`config.mk`:
```
export PLATFORM = sky130hd
export DESIGN_NAME = maq_regressiva_flat
export DESIGN_NICKNAME = d
export VERILOG_FILES = /design/src/rtl/maq_regressiva_if.sv /design/src/rtl/maq_regressiva.sv /design/src/flat_wrapper.sv
export SDC_FILE = /design/constraint.sdc
export NUM_CORES = 1
export LEC_CHECK = 0
export ABC_CLOCK_PERIOD_IN_PS = 4000
export BUFFER_PORTS_ARGS = -buffer_cell sky130_fd_sc_hd__buf_2
export CAP_MARGIN = 25
export CORE_UTILIZATION = 33
export CTS_CLUSTER_DIAMETER = 80
export DETAILED_ROUTE_END_ITERATION = 7
export GPL_TIMING_DRIVEN = 0
export MAX_ROUTING_LAYER = met4
export PLACE_DENSITY = 0.55
export SETUP_SLACK_MARGIN = 0.02
export SKIP_LAST_GASP = 1
export SYNTH_ARGS = -nofsm -noshare
export SYNTH_HDL_FRONTEND = slang
export SYNTH_SLANG_ARGS = --single-unit
```
`constraint.sdc`:
```
create_clock -name maqr_clock -period 4 [get_ports maqr_clock]
set_input_delay 0.4 -clock maqr_clock [delete_from_list [all_inputs] [get_ports maqr_clock]]
set_output_delay 0.4 -clock maqr_clock [all_outputs]
set_load 0.02 [all_outputs]
```
`src/rtl/maq_regressiva_if.sv`:
```
// Bus bundle for the maq_regressiva MM:SS countdown timer: command/preset inputs and BCD digit outputs.
interface maq_regressiva_if;
  logic       maqr_tick;
  logic       maqr_start_stop;
  logic       maqr_load;
  logic [2:0] maqr_load_min_msd;
  logic [3:0] maqr_load_min_lsd;
  logic [2:0] maqr_load_sec_msd;
  logic [3:0] maqr_load_sec_lsd;
  logic [2:0] maqr_min_msd;
  logic [3:0] maqr_min_lsd;
  logic [2:0] maqr_sec_msd;
  logic [3:0] maqr_sec_lsd;
  logic       maqr_running;
  logic       maqr_zero;
  logic       maqr_alarm;

  modport master (
    output maqr_tick, maqr_start_stop, maqr_load,
    output maqr_load_min_msd, maqr_load_min_lsd, maqr_load_sec_msd, maqr_load_sec_lsd,
    input  maqr_min_msd, maqr_min_lsd, maqr_sec_msd, maqr_sec_lsd,
    input  maqr_running, maqr_zero, maqr_alarm
  );

  modport slave (
    input  maqr_tick, maqr_start_stop, maqr_load,
    input  maqr_load_min_msd, maqr_load_min_lsd, maqr_load_sec_msd, maqr_load_sec_lsd,
    output maqr_min_msd, maqr_min_lsd, maqr_sec_msd, maqr_sec_lsd,
    output maqr_running, maqr_zero, maqr_alarm
  );
endinterface

```
`src/rtl/maq_regressiva.sv`:
```
// MM:SS BCD countdown timer with alarm at 00:00 and optional auto-return after ALARM_TICKS ticks.
// Build option MAQR_ALARM_BLINK_EN: alarm toggles on every tick while in DONE instead of holding at 1.
module maq_regressiva #(
  parameter int ALARM_TICKS = 10,
  parameter int MIN_MSD_MAX = 5
) (
  input logic             maqr_clock,
  input logic             maqr_reset,
  maq_regressiva_if.slave bus
);

  typedef enum logic [1:0] {
    ST_IDLE  = 2'd0,
    ST_RUN   = 2'd1,
    ST_PAUSE = 2'd2,
    ST_DONE  = 2'd3
  } state_t;

  localparam int         CNT_W        = $clog2(ALARM_TICKS + 2);
  localparam logic [2:0] MIN_MSD_LIM  = 3'(MIN_MSD_MAX);
  localparam logic [2:0] SEC_MSD_LIM  = 3'd5;
  localparam bit         HAS_TIMEOUT  = (ALARM_TICKS > 32'sd0);
  localparam logic [CNT_W-1:0] CNT_LIM = CNT_W'(ALARM_TICKS);

  // Time word packing: {min_msd[2:0], min_lsd[3:0], sec_msd[2:0], sec_lsd[3:0]}
  function automatic logic [3:0] clamp_lsd(input logic [3:0] d);
    return (d > 4'd9) ? 4'd9 : d;
  endfunction

  function automatic logic [2:0] clamp_msd(input logic [2:0] d, input logic [2:0] lim);
    return (d > lim) ? lim : d;
  endfunction

  function automatic logic [13:0] dec_time(input logic [13:0] t);
    logic [2:0] mm;
    logic [3:0] ml;
    logic [2:0] sm;
    logic [3:0] sl;
    {mm, ml, sm, sl} = t;
    if (t == 14'd0) begin
      return t;
    end else if (sl != 4'd0) begin
      sl = sl - 4'd1;
    end else begin
      sl = 4'd9;
      if (sm != 3'd0) begin
        sm = sm - 3'd1;
      end else begin
        sm = SEC_MSD_LIM;
        if (ml != 4'd0) begin
          ml = ml - 4'd1;
        end else begin
          ml = 4'd9;
          mm = mm - 3'd1;
        end
      end
    end
    return {mm, ml, sm, sl};
  endfunction

  state_t            state_r;
  state_t            state_s;
  logic [13:0]       time_r;
  logic [13:0]       time_s;
  logic [13:0]       dec_s;
  logic [13:0]       preset_s;
  logic              alarm_r;
  logic              alarm_s;
  logic              running_r;
  logic [CNT_W-1:0]  cnt_r;
  logic [CNT_W-1:0]  cnt_s;
  logic [CNT_W-1:0]  cnt_inc_s;
  logic              load_ok_s;
  logic              timeout_s;
  logic              zero_s;

  assign zero_s    = (time_r == 14'd0);
  assign dec_s     = dec_time(time_r);
  // Load is only honoured outside RUN; in RUN it is as if it never happened
  assign load_ok_s = bus.maqr_load && (state_r != ST_RUN);
  assign preset_s  = {clamp_msd(bus.maqr_load_min_msd, MIN_MSD_LIM),
                      clamp_lsd(bus.maqr_load_min_lsd),
                      clamp_msd(bus.maqr_load_sec_msd, SEC_MSD_LIM),
                      clamp_lsd(bus.maqr_load_sec_lsd)};
  assign cnt_inc_s = (cnt_r == {CNT_W{1'b1}}) ? cnt_r : cnt_r + CNT_W'(1);
  assign timeout_s = HAS_TIMEOUT && (cnt_inc_s == CNT_LIM);

  // State register
  always_ff @(posedge maqr_clock or posedge maqr_reset) begin
    if (maqr_reset) begin
      state_r <= ST_IDLE;
    end else begin
      state_r <= state_s;
    end
  end

  // Next-state logic: load > start_stop > tick
  always_comb begin
    state_s = state_r;
    if (load_ok_s) begin
      state_s = ST_IDLE;
    end else begin
      case (state_r)
        ST_IDLE: begin
          if (bus.maqr_start_stop && !zero_s) state_s = ST_RUN;
          else                                state_s = ST_IDLE;
        end
        ST_RUN: begin
          if (bus.maqr_tick && (dec_s == 14'd0)) state_s = ST_DONE;
          else if (bus.maqr_start_stop)          state_s = ST_PAUSE;
          else                                   state_s = ST_RUN;
        end
        ST_PAUSE: begin
          if (bus.maqr_start_stop) state_s = ST_RUN;
          else                     state_s = ST_PAUSE;
        end
        ST_DONE: begin
          if (bus.maqr_start_stop)             state_s = ST_IDLE;
          else if (bus.maqr_tick && timeout_s) state_s = ST_IDLE;
          else                                 state_s = ST_DONE;
        end
        default: state_s = ST_IDLE;
      endcase
    end
  end

  // Output/datapath next values: digits, alarm level and alarm tick count
  always_comb begin
    time_s  = time_r;
    alarm_s = alarm_r;
    cnt_s   = cnt_r;
    if (load_ok_s) begin
      time_s  = preset_s;
      alarm_s = 1'b0;
      cnt_s   = '0;
    end else begin
      case (state_r)
        ST_RUN: begin
          if (bus.maqr_tick) begin
            time_s = dec_s;
            if (dec_s == 14'd0) begin
              alarm_s = 1'b1;
              cnt_s   = '0;
            end else begin
              alarm_s = 1'b0;
            end
          end else begin
            time_s = time_r;
          end
        end
        ST_DONE: begin
          if (bus.maqr_start_stop || (bus.maqr_tick && timeout_s)) begin
            alarm_s = 1'b0;
            cnt_s   = '0;
          end else if (bus.maqr_tick) begin
            cnt_s = cnt_inc_s;
`ifdef MAQR_ALARM_BLINK_EN
            alarm_s = ~alarm_r;
`else
            alarm_s = 1'b1;
`endif
          end else begin
            cnt_s = cnt_r;
          end
        end
        ST_IDLE, ST_PAUSE: begin
          alarm_s = 1'b0;
          cnt_s   = '0;
        end
        default: begin
          time_s  = 14'd0;
          alarm_s = 1'b0;
          cnt_s   = '0;
        end
      endcase
    end
  end

  // Output registers
  always_ff @(posedge maqr_clock or posedge maqr_reset) begin
    if (maqr_reset) begin
      time_r    <= 14'd0;
      alarm_r   <= 1'b0;
      cnt_r     <= '0;
      running_r <= 1'b0;
    end else begin
      time_r    <= time_s;
      alarm_r   <= alarm_s;
      cnt_r     <= cnt_s;
      running_r <= (state_s == ST_RUN);
    end
  end

  assign bus.maqr_min_msd = time_r[13:11];
  assign bus.maqr_min_lsd = time_r[10:7];
  assign bus.maqr_sec_msd = time_r[6:4];
  assign bus.maqr_sec_lsd = time_r[3:0];
  assign bus.maqr_running = running_r;
  assign bus.maqr_alarm   = alarm_r;
  assign bus.maqr_zero    = zero_s;

endmodule

```
`src/flat_wrapper.sv`:
```
// flat-port wrapper written by rule: the top's interface ports become plain ports
module maq_regressiva_flat 
#(
  parameter int ALARM_TICKS = 10,
  parameter int MIN_MSD_MAX = 5
)
  (maqr_clock, maqr_reset, bus_maqr_tick, bus_maqr_start_stop, bus_maqr_load, bus_maqr_load_min_msd, bus_maqr_load_min_lsd, bus_maqr_load_sec_msd, bus_maqr_load_sec_lsd, bus_maqr_min_msd, bus_maqr_min_lsd, bus_maqr_sec_msd, bus_maqr_sec_lsd, bus_maqr_running, bus_maqr_zero, bus_maqr_alarm);
  maq_regressiva_if bus_i ();
  input logic maqr_clock;
  input logic maqr_reset;
  input wire logic [$bits(bus_i.maqr_tick)-1:0] bus_maqr_tick;
  input wire logic [$bits(bus_i.maqr_start_stop)-1:0] bus_maqr_start_stop;
  input wire logic [$bits(bus_i.maqr_load)-1:0] bus_maqr_load;
  input wire logic [$bits(bus_i.maqr_load_min_msd)-1:0] bus_maqr_load_min_msd;
  input wire logic [$bits(bus_i.maqr_load_min_lsd)-1:0] bus_maqr_load_min_lsd;
  input wire logic [$bits(bus_i.maqr_load_sec_msd)-1:0] bus_maqr_load_sec_msd;
  input wire logic [$bits(bus_i.maqr_load_sec_lsd)-1:0] bus_maqr_load_sec_lsd;
  output wire logic [$bits(bus_i.maqr_min_msd)-1:0] bus_maqr_min_msd;
  output wire logic [$bits(bus_i.maqr_min_lsd)-1:0] bus_maqr_min_lsd;
  output wire logic [$bits(bus_i.maqr_sec_msd)-1:0] bus_maqr_sec_msd;
  output wire logic [$bits(bus_i.maqr_sec_lsd)-1:0] bus_maqr_sec_lsd;
  output wire logic [$bits(bus_i.maqr_running)-1:0] bus_maqr_running;
  output wire logic [$bits(bus_i.maqr_zero)-1:0] bus_maqr_zero;
  output wire logic [$bits(bus_i.maqr_alarm)-1:0] bus_maqr_alarm;
  assign bus_i.maqr_tick = bus_maqr_tick;
  assign bus_i.maqr_start_stop = bus_maqr_start_stop;
  assign bus_i.maqr_load = bus_maqr_load;
  assign bus_i.maqr_load_min_msd = bus_maqr_load_min_msd;
  assign bus_i.maqr_load_min_lsd = bus_maqr_load_min_lsd;
  assign bus_i.maqr_load_sec_msd = bus_maqr_load_sec_msd;
  assign bus_i.maqr_load_sec_lsd = bus_maqr_load_sec_lsd;
  assign bus_maqr_min_msd = bus_i.maqr_min_msd;
  assign bus_maqr_min_lsd = bus_i.maqr_min_lsd;
  assign bus_maqr_sec_msd = bus_i.maqr_sec_msd;
  assign bus_maqr_sec_lsd = bus_i.maqr_sec_lsd;
  assign bus_maqr_running = bus_i.maqr_running;
  assign bus_maqr_zero = bus_i.maqr_zero;
  assign bus_maqr_alarm = bus_i.maqr_alarm;
  maq_regressiva #(.ALARM_TICKS(ALARM_TICKS), .MIN_MSD_MAX(MIN_MSD_MAX)) u_core (.maqr_clock(maqr_clock), .maqr_reset(maqr_reset), .bus(bus_i));
endmodule
```
Word level (Yosys, flattened, before mapping):

Index checks and enable logic that the tools add are counted.

* word-level logic and storage cells: 86
* output and inout bits: 17
* register bits: 22
* bits in writable memories: 0
* memory bits (read-only): 0
* memories kept: 0
* latch bits: 0

* shift-type cells: 0
* multipliers: 0
* divide/modulo/power cells: 0
* muxes and demuxes: 44
* bitwise logic cells: 0
* equal/unequal tests: 10
* reductions and logical operators: 18
* $lt $le $gt $ge: 4
* $add $sub $neg: 5

Operators by type and width (number)
* 14-bit 2-to-1 mux: 5
* 4-bit 2-to-1 mux: 14
* 14-bit logical NOT: 2
* 3-bit 2-to-1 mux: 9
* 2-bit 2-to-1 mux: 6
* 4-bit one-hot mux with 3 select lines: 1
* 4-bit == test (second input constant): 2
* 4-bit greater-than comparator (second input constant): 2
* 2-bit one-hot mux with 4 select lines: 1
* 4-bit nonzero test: 2
* 4-bit by 1-bit subtractor with 4-bit output (second input constant): 2
* 1-bit 2-to-1 mux: 7
* 3-bit greater-than comparator (second input constant): 2
* 3-bit by 1-bit subtractor with 3-bit output (second input constant): 2
* 4-bit by 1-bit adder with 4-bit output (second input constant): 1
* 2-bit by 1-bit == test with 1-bit output (second input constant): 2
* 2-bit == test (second input constant): 2
* 1-bit logical AND: 4
* 4-bit by 2-bit inequality test with 1-bit output (second input constant): 1
* 2-bit AND reduction: 2
* 2-bit nonzero test: 2
* 3-bit by 1-bit inequality test with 1-bit output (second input constant): 1
* 3-bit by 2-bit inequality test with 1-bit output (second input constant): 1
* 1-bit one-hot mux with 3 select lines: 1
* other kinds (7): 7

Depth between registers and ports, before layout:

Gate-level depths: netlist (run 1).

* depth after elaboration: 12
* mapped depth: 9

Worst setup path before layout (run 1):

OpenSTA, ideal clock, no wires.

* kind: reg2reg
* start point: register u_core.time_r[4]
* end point: register u_core.cnt_r[2]
* stages on the path, launching flop included: 10
* slack: 1.334 ns
* period minus slack after synthesis: 2.666 ns
* required time: 3.913 ns
* arrival: 2.580 ns
* path buffers: 0
* cell sequence: dfrtp_1 > or2_2 > inv_2 > ha_1 > inv_1 > nor3_1 > mux2_2 > or4b_4 > o21a_1 > a211oi_2

* longest elaborated chain between the ends: 8
* elaborated cells on any way between the ends: 19
* those cells by class: add/sub (1); eq/ne (1); mux (13); reduce/logical (4)

Ends and longest elaborated chain
* start: declaration: line maq_regressiva.sv:63 `logic [13:0] time_r;`
* start signal: assignment: line maq_regressiva.sv:187 `time_r <= time_s;`
* 3-bit by 1-bit subtractor with 3-bit output / 3-bit nonzero test (equally long branches): line maq_regressiva.sv:47, maq_regressiva.sv:46
* 3-bit 2-to-1 mux / 4-bit 2-to-1 mux (equally long branches): line maq_regressiva.sv:46 `if (sm != 3'd0) begin`
* 3-bit 2-to-1 mux / 4-bit 2-to-1 mux (equally long branches): line maq_regressiva.sv:42 `end else if (sl != 4'd0) begin`
* 3-bit 2-to-1 mux / 4-bit 2-to-1 mux (equally long branches): line maq_regressiva.sv:40 `if (t == 14'd0) begin`
* 14-bit 2-to-1 mux *: line maq_regressiva.sv:58 `return {mm, ml, sm, sl};`
* 14-bit logical NOT *: line maq_regressiva.sv:141 `if (dec_s == 14'd0) begin`
* 3-bit by 1-bit inequality test with 1-bit output (no source line) *
* 3-bit AND reduction (no source line) *
* end signal: assignment: line maq_regressiva.sv:189 `cnt_r <= cnt_s;`
* end: declaration: line maq_regressiva.sv:70 `logic [CNT_W-1:0] cnt_r;`

Mark *: on every way between the ends. The rest lies on a longest branch, timed or not. The select of a mux whose other input is x is not followed.
A chain may end at the register's enable or synchronous reset.

Worst setup path in the final report (run 1):

* start point: register u_core.time_r[4]
* end point: register u_core.cnt_r[1]

The elaborated chain is that of the path after synthesis.

==> results.yml, run 1 <==
outcome:
  status: "finished, final reports clean"
hold_path:
  min_path_type: "in -> async"
clock_tree:
  clk_pin_slew_ns: 0.08
  cts_root_buf: "clkbuf_8"
  max-clock-path-buffers: 2
  post_cts_buffers: 0
  clkLatencyLatePin_ns: 0.26
  cts_tree: "built"
  cts_resized: 0
  htree_levels: 1
  cts_buffers: 3
  hold_buffers: 0
  numClockSinks: 22
power:
  irDropWorstVdd_mv: 0.235
  cellLeakagePower_nw: 0.835
  p_per_area_mw_per_mm2: 468
  finalPower_mw: 0.924
critical_path:
  r2r_start: "u_core.time_r[4]"
  critPathMaxFanout: 7
  endpoint: "u_core.cnt_r[1]"
  critPathCaptureType: "flop"
  cp_slowest_cell: "or4b_4"
  crit_family: "simple AND/OR/NAND/NOR gates"
  crit_chain: "or2_2 -> inv_2 -> ha_1 -> inv_1 -> nor3_1 -> mux2_2 -> or4b_4 -> o21ai_1 -> o211ai_1"
  arrival_ns: 2.98
  startpoint: "u_core.time_r[4]"
  crit_path_max_incr_delay_ns: 0.52
  critPathLaunchType: "flop"
  path_depth: 9
  r2r_slack_ns: 1.16
  reg2reg_depth: 9
  crit_type: "reg -> reg"
  crit_buf_inv: 2
  required_ns: 4.14
  rr_endpoint: "u_core.cnt_r[1]"
detailed_routing:
  drt_wl_total_um: 4230
  viasPerCell: 5.26
  first_pass_iters: 4
  vias: 1573
  wl_per_cell_um: 14.1
  drtIter0Drc: 77
  drc: 0
  postRouteAntennaNets: 0
synth:
  yosysSeqAreaShare_pct: 32.9
  synthTopCellsByArea: "dfrtp_1 (33%), a21oi_1 (5.1%), nor2_1 (4.0%)"
  yosys.area.top_type: "dfrtp_1"
  synth-main-ff-cell: "dfrtp_1"
  ys_types: 51
  syn_inst: 194
  yosys_warnings: 0
  synth-async-reset-ratio_pct: 100
  synth-edff-count: 0
  synth_nets: 217
  synth_top_cell_area_share_pct: 32.9
  syn_area_mm2: 0.00168
  ys_ff_latch: 22
  syn_area_per_cell_um2: 8.64
die:
  die_h_um: 73.3
  initial_core_util_pct: 34.8
  die-area_mm2: 0.00537
  ioPinCount: 36
  fp.dieW_um: 73.3
  core-area_mm2: 0.00482
  row_count: 25
placed_design:
  dp.cells: 296
  dpl_worst_slack_ns: 1.17
  io_buffers: 35
  hpwl_um: 3210
  dpl_cell_area_mm2: 0.00193
  place_congestion: 0.880
cells_and_area:
  stdcell_count: 299
  n_antenna_cell: 0
  syn_to_final_growth_pct: 17.9
  drive_above_1_share_pct: 24.1
  multiInputGateArea_mm2: 0.00103
  nets: 257
  final_cell_area_mm2: 0.00198
  n_fill_cell: 523
  final-seq-area_um2: 551
sta:
  tightest_slew_ns: 0.862
  hold_violations: 0
  setup-violations-final: 0
  period_minus_slack_ns: 2.84
  max_slew_margin_pct: 42.4
  timing.fmax_mhz: 352
  slew_violations: 0
  fin_ws_ns: 1.16
  fin_skew_ns: 0.00303
  period_share_pct: 71.0
  rsz0062_at_grt: "no"
  timing.setup.tns_ns: 0
global_route:
  grt.total_usage_pct: 17.8
  grt_pass1_vias: 1427
  grt_max_degree: 23
  antenna_found_initial: 0
  grt_pass1_wl_um: 7110
  gr-total-overflow: 0
job:
  max-cap-violations: 0
==> state kept, by name, indices dropped and copies added, names as in the netlist <==
| signal | cells |
|---|---|
| u_core.time_r | 14 |
| u_core.cnt_r | 4 |
| u_core.state_r | 2 |
| u_core.bus.maqr_alarm | 1 |
| u_core.bus.maqr_running | 1 |
==> where the power goes <==
part / internal, mW / total [mW] / switching (mW)
clock network: 0.0673 / 0.139 / 0.0720
logic: 0.166 / 0.418 / 0.253
registers: 0.274 / 0.366 / 0.0918
==> cell usage after synthesis (all sizes together), types with 3 or more instances <==
cell,count
a211oi,6
a21oi,17
a31oi,6
clkbuf,6
dfrtp,22
ha,4
inv,14
mux2,5
mux2i,3
nand2,10
nand2b,3
nand3,5
nand3b,3
nand4,3
nor2,18
nor2b,3
nor3,9
nor3b,3
nor4,4
o211ai,6
o21ai,11
or3,4
or4,4
==> cell families after synthesis <==
| group | Yosys count | synth area share (%) |
|---|---|---|
| simple gates | 76 | 28.5 |
| compound gates | 60 | 23.6 |
| buf+inv | 22 | 5.60 |
| fa+ha+maj | 4 | 2.99 |
| xor+xnor | 2 | 1.05 |
| mux | 8 | 5.38 |
| flops | 22 | 32.9 |
==> worst min-delay path by stage <==
stage / slack, ns / to / from / depth (start not counted)
floorplan: 0.39 / u_core.bus.maqr_alarm / maqr_reset / 1
global placement: 0.53 / u_core.state_r[0] / u_core.state_r[1] / 1
detailed placement: 0.53 / u_core.state_r[0] / u_core.state_r[1] / 1
CTS: 0.35 / u_core.bus.maqr_running / maqr_reset / 2
global route: 0.39 / u_core.time_r[0] / maqr_reset / 2
finish: 0.30 / u_core.time_r[0] / maqr_reset / 2
==> metrics by stage <==
step	hold WS [ns]	util, %
6_report	0.304	41.0
5_1_grt	0.393	41.0
4_1_cts	0.346	41.0
3_5_place_dp	0.528	40.2
3_3_place_gp	0.533	40.2
2_1_floorplan	0.389	-
==> layout by cell type, fill, tap and decap left out, types with 3 or more instances in the layout <==
cell type | synthesis | layout
buf_2 | 0 | 35
dfrtp_1 | 22 | 22
nor2_1 | 18 | 18
a21oi_1 | 17 | 17
inv_1 | 13 | 13
nand2_1 | 10 | 10
nor3_1 | 9 | 9
o21ai_0 | 9 | 9
clkbuf_1 | 6 | 6
o211ai_1 | 6 | 6
a31oi_1 | 6 | 6
nand3_1 | 5 | 5
a211oi_1 | 5 | 5
mux2_2 | 4 | 4
or3_1 | 4 | 4
ha_1 | 4 | 4
nor4_4 | 3 | 3
mux2i_1 | 3 | 3
nand4_1 | 3 | 3
nand2b_1 | 3 | 3
nand3b_1 | 3 | 3
nor2b_1 | 3 | 3
nor3b_1 | 3 | 3
clkbuf_8 | 0 | 3
==> layer usage <==
| metal | share of wire, % | global-route usage [%] | vias up |
|---|---|---|---|
| met3 | 3.0 | 3.29 | 2 |
| met2 | 45 | 27.2 | 26 |
| met4 | 0.50 | 2.61 | 0 |
| met1 | 51 | 25.0 | 741 |
| li1 | - | - | 804 |
| met5 | 0 | - | - |
==> layout make-up <==
cell class,instances,share of cell area (%)
plain buffers,8,2.09
well taps,67,4.24
repair buffers,35,8.87
multi-input cells,150,52.2
inverters,14,2.66
clock buffers,3,2.09
flip-flops and latches,22,27.9
(Power assumes the default switching activity.)
==> run 2, diff against run 1 <==
--- a/config.mk
+++ b/config.mk
@@ -5,7 +5,7 @@
 export SDC_FILE = /design/constraint.sdc
 export NUM_CORES = 1
 export LEC_CHECK = 0
-export ABC_CLOCK_PERIOD_IN_PS = 4000
+export ABC_CLOCK_PERIOD_IN_PS = 2300
 export BUFFER_PORTS_ARGS = -buffer_cell sky130_fd_sc_hd__buf_2
 export CAP_MARGIN = 25
 export CORE_UTILIZATION = 33
@@ -13,7 +13,7 @@
 export DETAILED_ROUTE_END_ITERATION = 7
 export GPL_TIMING_DRIVEN = 0
 export MAX_ROUTING_LAYER = met4
-export PLACE_DENSITY = 0.55
+export PLACE_DENSITY = 0.57
 export SETUP_SLACK_MARGIN = 0.02
 export SKIP_LAST_GASP = 1
 export SYNTH_ARGS = -nofsm -noshare
==> constraint.sdc (replaced) <==
create_clock -name maqr_clock -period 2.3 [get_ports maqr_clock]
set_input_delay 0.23 -clock maqr_clock [delete_from_list [all_inputs] [get_ports maqr_clock]]
set_output_delay 0.23 -clock maqr_clock [all_outputs]
set_load 0.02 [all_outputs]
==> results.yml, run 2 (synthesis gave the netlist of run 1 again) <==
outcome:
  status: "finished with violations"
  failed_checks: "negative setup slack"
placed_design:
  io_buffers: 35
  dpl_cell_area_mm2: 0.00195
  hpwl_um: 3160
  dp.cells: 296
  place_congestion: 0.835
clock_tree:
  htree_levels: 1
  cts_buffers: 3
  hold_buffers: 0
  clk_pin_slew_ns: 0.09
  cts_tree: "built"
  cts_root_buf: "clkbuf_8"
  numClockSinks: 22
  max-clock-path-buffers: 2
  clkLatencyLatePin_ns: 0.27
critical_path:
  r2r_slack_ns: -0.23
  required_ns: 2.48
  rr_endpoint: "u_core.state_r[0]"
  critPathMaxFanout: 7
  crit_type: "reg -> reg"
  startpoint: "u_core.time_r[3]"
  endpoint: "u_core.state_r[0]"
  critPathCaptureType: "flop"
  r2r_start: "u_core.time_r[3]"
  critPathLaunchType: "flop"
  arrival_ns: 2.72
  reg2reg_depth: 6
detailed_routing:
  drc: 0
  drtIter0Drc: 51
  vias: 1642
  drt_wl_total_um: 4470
  first_pass_iters: 6
  postRouteAntennaNets: 0
  viasPerCell: 5.21
  wl_per_cell_um: 14.2
power:
  irDropWorstVdd_mv: 0.355
  finalPower_mw: 1.84
  p_per_area_mw_per_mm2: 837
  cellLeakagePower_nw: 0.937
cells_and_area:
  reg.largest.list: "u_core.time_r (14), u_core.cnt_r (4), u_core.state_r (2)"
  syn_to_final_growth_pct: 31.4
  stdcell_count: 315
  largest_register_ff_count: 14
  n_fill_cell: 515
  final_util_pct: 45.7
  regMostFlops: "u_core.time_r"
  drive_above_1_share_pct: 35.9
  nets: 272
  n_antenna_cell: 0
  final_cell_mix: "buf_2 (35), a21oi_1 (17), buf_4 (17), dfrtp_1 (17), nor2_1 (16)"
  final_common_cell: "buf_2"
  final_cell_area_mm2: 0.00220
sta:
  hold_violations: 0
  fin_skew_ns: 0.00624
  max_slew_margin_pct: 41.2
  setup-violations-final: 8
  period_share_pct: 110
  timing.fmax_mhz: 395
  fin_ws_ns: -0.232
  slew_violations: 0
  period_minus_slack_ns: 2.53
  tightest_slew_ns: 0.881
  rsz0062_at_grt: "yes"
  hold_ws_ns: 0.134
hold_path:
  min_path_type: "in -> async"
global_route:
  grt.total_usage_pct: 18.4
  grt_pass1_wl_um: 7290
  gr-total-overflow: 0
  antenna_found_initial: 0
  grt_pass1_vias: 1456
  grt_max_degree: 23
job:
  max-cap-violations: 0
die:
  die_h_um: 73.3
  die-area_mm2: 0.00537
  row_count: 25
  ioPinCount: 36
  initial_core_util_pct: 34.8
  fp.dieW_um: 73.3
  core-area_mm2: 0.00482
-- run 2: cell count changes in the layout (fill, tap and decap cells not counted), sizes merged --
cell	previous run	this run
clkbuf	9	8
buf	37	54
-- run 2: report_power, final --
part           total [mW]  internal, mW  switching (mW)
Sequential          0.639         0.483           0.156
Combinational       0.914         0.413           0.501
Clock               0.290         0.153           0.137
Total                1.84          1.05           0.795
-- run 2: worst max-delay path, stage by stage (launching register included) --
cell	delay, ns
dfrtp_2	0.47
or4_4	0.57
nor3_4	0.18
mux2_4	0.33
buf_4	0.16
or4_4	0.51
o31ai_2	0.23
-- run 2: metrics by stage --
stage,setup TNS (ns),worst slack [ns]
after floorplan,-1.70,-0.290
after global placement,-2.67,-0.403
after detailed placement,-2.92,-0.421
after CTS,-1.80,-0.322
after global routing,-1.92,-0.316
final,-1.27,-0.232
-- run 2: repair_timing --
item | 4_1_cts | 5_1_grt
endpoints found under the setup margin | 11 | 11
resized for setup | 10 | 9
buffers inserted | 8 | 10
pin swaps | 9 | 9
cloned | 0 | 0
-- run 2: cell type report --
type	count	area (µm²)	area share, %
multi-input cells	150	1110	50.5
flip-flops and latches	22	557	25.3
repair buffers	53	314	14.3
well taps	67	83.8	3.81
clock buffers	4	55.1	2.50
inverters	14	55.1	2.50
plain buffers	5	26.3	1.19
-- run 2: worst min path at each step --
stage	from	endpoint	slack (ns)	cells past startpoint
after floorplan	maqr_reset	u_core.bus.maqr_alarm	0.22	1
after global placement	maqr_reset	u_core.time_r[1]	0.46	2
after detailed placement	maqr_reset	u_core.time_r[1]	0.47	2
after CTS	maqr_reset	u_core.cnt_r[3]	0.18	2
after global routing	maqr_reset	u_core.cnt_r[3]	0.22	2
final	maqr_reset	u_core.cnt_r[3]	0.13	2
-- run 2: routing by layer --
layer  up-vias  track usage, %  routed length [µm]
met3         8            2.33                 139
met5         -               -                   0
met2        40            27.5                2020
met4         0            7.19                  91
met1       759            25.4                2220
li1        835               -                   -
==> run 3, diff against run 2 <==
--- a/config.mk
+++ b/config.mk
@@ -6,14 +6,14 @@
 export NUM_CORES = 1
 export LEC_CHECK = 0
 export ABC_CLOCK_PERIOD_IN_PS = 2300
-export BUFFER_PORTS_ARGS = -buffer_cell sky130_fd_sc_hd__buf_2
 export CAP_MARGIN = 25
 export CORE_UTILIZATION = 33
 export CTS_CLUSTER_DIAMETER = 80
 export DETAILED_ROUTE_END_ITERATION = 7
+export DONT_BUFFER_PORTS = 1
 export GPL_TIMING_DRIVEN = 0
 export MAX_ROUTING_LAYER = met4
-export PLACE_DENSITY = 0.57
+export PLACE_DENSITY = 0.5
 export SETUP_SLACK_MARGIN = 0.02
 export SKIP_LAST_GASP = 1
 export SYNTH_ARGS = -nofsm -noshare
==> results.yml, run 3 (synthesis gave the netlist of run 1 again) <==
detailed_routing:
  wl_per_cell_um: 16.7
  drt_wl_total_um: 4560
  postRouteAntennaNets: 0
  first_pass_iters: 4
  drtIter0Drc: 69
  drc: 0
  vias: 1544
  viasPerCell: 5.66
clock_tree:
  cts_buffers: 3
  numClockSinks: 22
  htree_levels: 1
  clk_pin_slew_ns: 0.09
  cts_tree: "built"
  clkLatencyLatePin_ns: 0.27
  hold_buffers: 0
  cts_root_buf: "clkbuf_8"
  max-clock-path-buffers: 2
critical_path:
  critPathLaunchType: "flop"
  r2r_slack_ns: -0.37
  critPathCaptureType: "flop"
  crit_buf_inv: 1
  crit_path_max_incr_delay_ns: 0.58
  arrival_ns: 2.88
  cp_slowest_cell: "or4_4"
  crit_chain: "buf_6 -> or4_4 -> nor3_4 -> mux2_4 -> or4b_4 -> nor2_1 -> o221a_1"
  critPathMaxFanout: 6
  r2r_start: "u_core.time_r[2]"
  reg2reg_depth: 7
  crit_type: "reg -> reg"
  crit_family: "simple AND/OR/NAND/NOR gates"
  rr_endpoint: "u_core.bus.maqr_alarm"
  required_ns: 2.50
die:
  initial_core_util_pct: 34.8
  ioPinCount: 36
  core-area_mm2: 0.00482
  fp.dieW_um: 73.3
  die-area_mm2: 0.00537
  die_h_um: 73.3
  row_count: 25
placed_design:
  place_congestion: 0.762
  dp.cells: 261
  hpwl_um: 3290
  dpl_cell_area_mm2: 0.00178
  io_buffers: 0
cells_and_area:
  final_util_pct: 41.1
  syn_to_final_growth_pct: 18.1
  largest_register_ff_count: 14
  stdcell_count: 273
  final_cell_mix: "a21oi_1 (17), nor2_1 (17), dfrtp_1 (17)"
  reg.largest.list: "u_core.time_r (14), u_core.cnt_r (4), u_core.state_r (2)"
  n_antenna_cell: 0
  drive_above_1_share_pct: 22.3
  nets: 230
  regMostFlops: "u_core.time_r"
  final_cell_area_mm2: 0.00198
  n_fill_cell: 499
global_route:
  grt_max_degree: 23
  gr-total-overflow: 0
  grt_pass1_wl_um: 7110
  grt_pass1_vias: 1472
  grt.total_usage_pct: 17.7
  antenna_found_initial: 0
outcome:
  failed_checks: "negative setup slack"
  status: "finished with violations"
sta:
  hold_violations: 0
  period_minus_slack_ns: 2.67
  period_share_pct: 116
  timing.fmax_mhz: 374
  hold_ws_ns: 0.0192
  rsz0062_at_grt: "yes"
  setup-violations-final: 8
  tightest_slew_ns: 0.851
  max_slew_margin_pct: 43.2
  slew_violations: 0
  fin_ws_ns: -0.375
  fin_skew_ns: 0.00661
power:
  seqPwrFrac_pct: 45.2
  p_comb_share_pct: 37.9
  switchingPower_mw: 0.770
  swShare_pct: 45.0
  cellLeakagePower_nw: 0.765
  p_per_area_mw_per_mm2: 865
  irDropWorstVdd_mv: 0.316
  p_clk_share_pct: 16.9
  internal_power_mw: 0.942
job:
  max-cap-violations: 0
hold_path:
  min_path_type: "in -> async"
==> run 3: cell types whose count changed in the layout (fill, tap and decap cells not counted), sizes merged <==
cell  before  now
buf       54   12
==> run 3: worst max path at each step <==
stage	start	to	slack (ns)	cells past startpoint
floorplan	u_core.time_r[2]	u_core.cnt_r[2]	-0.29	7
global placement	u_core.time_r[5]	u_core.cnt_r[2]	-0.45	9
detailed placement	u_core.time_r[5]	u_core.cnt_r[2]	-0.48	9
CTS	u_core.time_r[0]	u_core.cnt_r[2]	-0.40	7
global route	u_core.time_r[2]	u_core.cnt_r[2]	-0.47	7
finish	u_core.time_r[2]	u_core.bus.maqr_alarm	-0.37	7
==> run 3: metrics by stage <==
step           TNS (ns)  power (mW)  setup slack [ns]
2_1_floorplan     -1.70        1.16            -0.290
4_1_cts           -2.52        1.66            -0.405
3_3_place_gp      -3.38        1.28            -0.449
3_5_place_dp      -3.82        1.30            -0.476
5_1_grt           -3.05        1.81            -0.467
6_report          -2.45        1.71            -0.375
==> run 3: what timing repair did <==
action                                  in CTS  in global routing
gates resized for setup                     12                  7
setup buffers                                5                  5
endpoints found under the setup margin      12                 12
pin swaps                                    8                  8
==> run 3: final cells by class <==
cell class              instances  area, µm²  share of cell area, %
repair buffers                 10       78.8                   3.98
clock buffers                   4       55.1                   2.78
flip-flops and latches         22        557                   28.1
inverters                      14       55.1                   2.78
multi-input cells             150       1110                   56.2
plain buffers                   6       37.5                   1.90
well taps                      67       83.8                   4.24
==> run 3: power groups by stage <==
stage | clock, mW | sequential, mW | combinational, mW
floorplan | 0 | 0.724 | 0.432
global placement | 0 | 0.766 | 0.514
finish | 0.289 | 0.773 | 0.649
CTS | 0.296 | 0.769 | 0.597
detailed placement | 0 | 0.771 | 0.529
global route | 0.310 | 0.793 | 0.709
==> run 3: per-layer routing <==
layer  vias up  part of all wire (%)  wire length [µm]  GRT usage, %
met1       764                    46              2120          22.8
li1        746                     -                 -             -
met3         6                   3.1               140          2.74
met5         -                     0                 0             -
met4         0                  0.90                41          5.23
met2        28                    50              2260          28.8
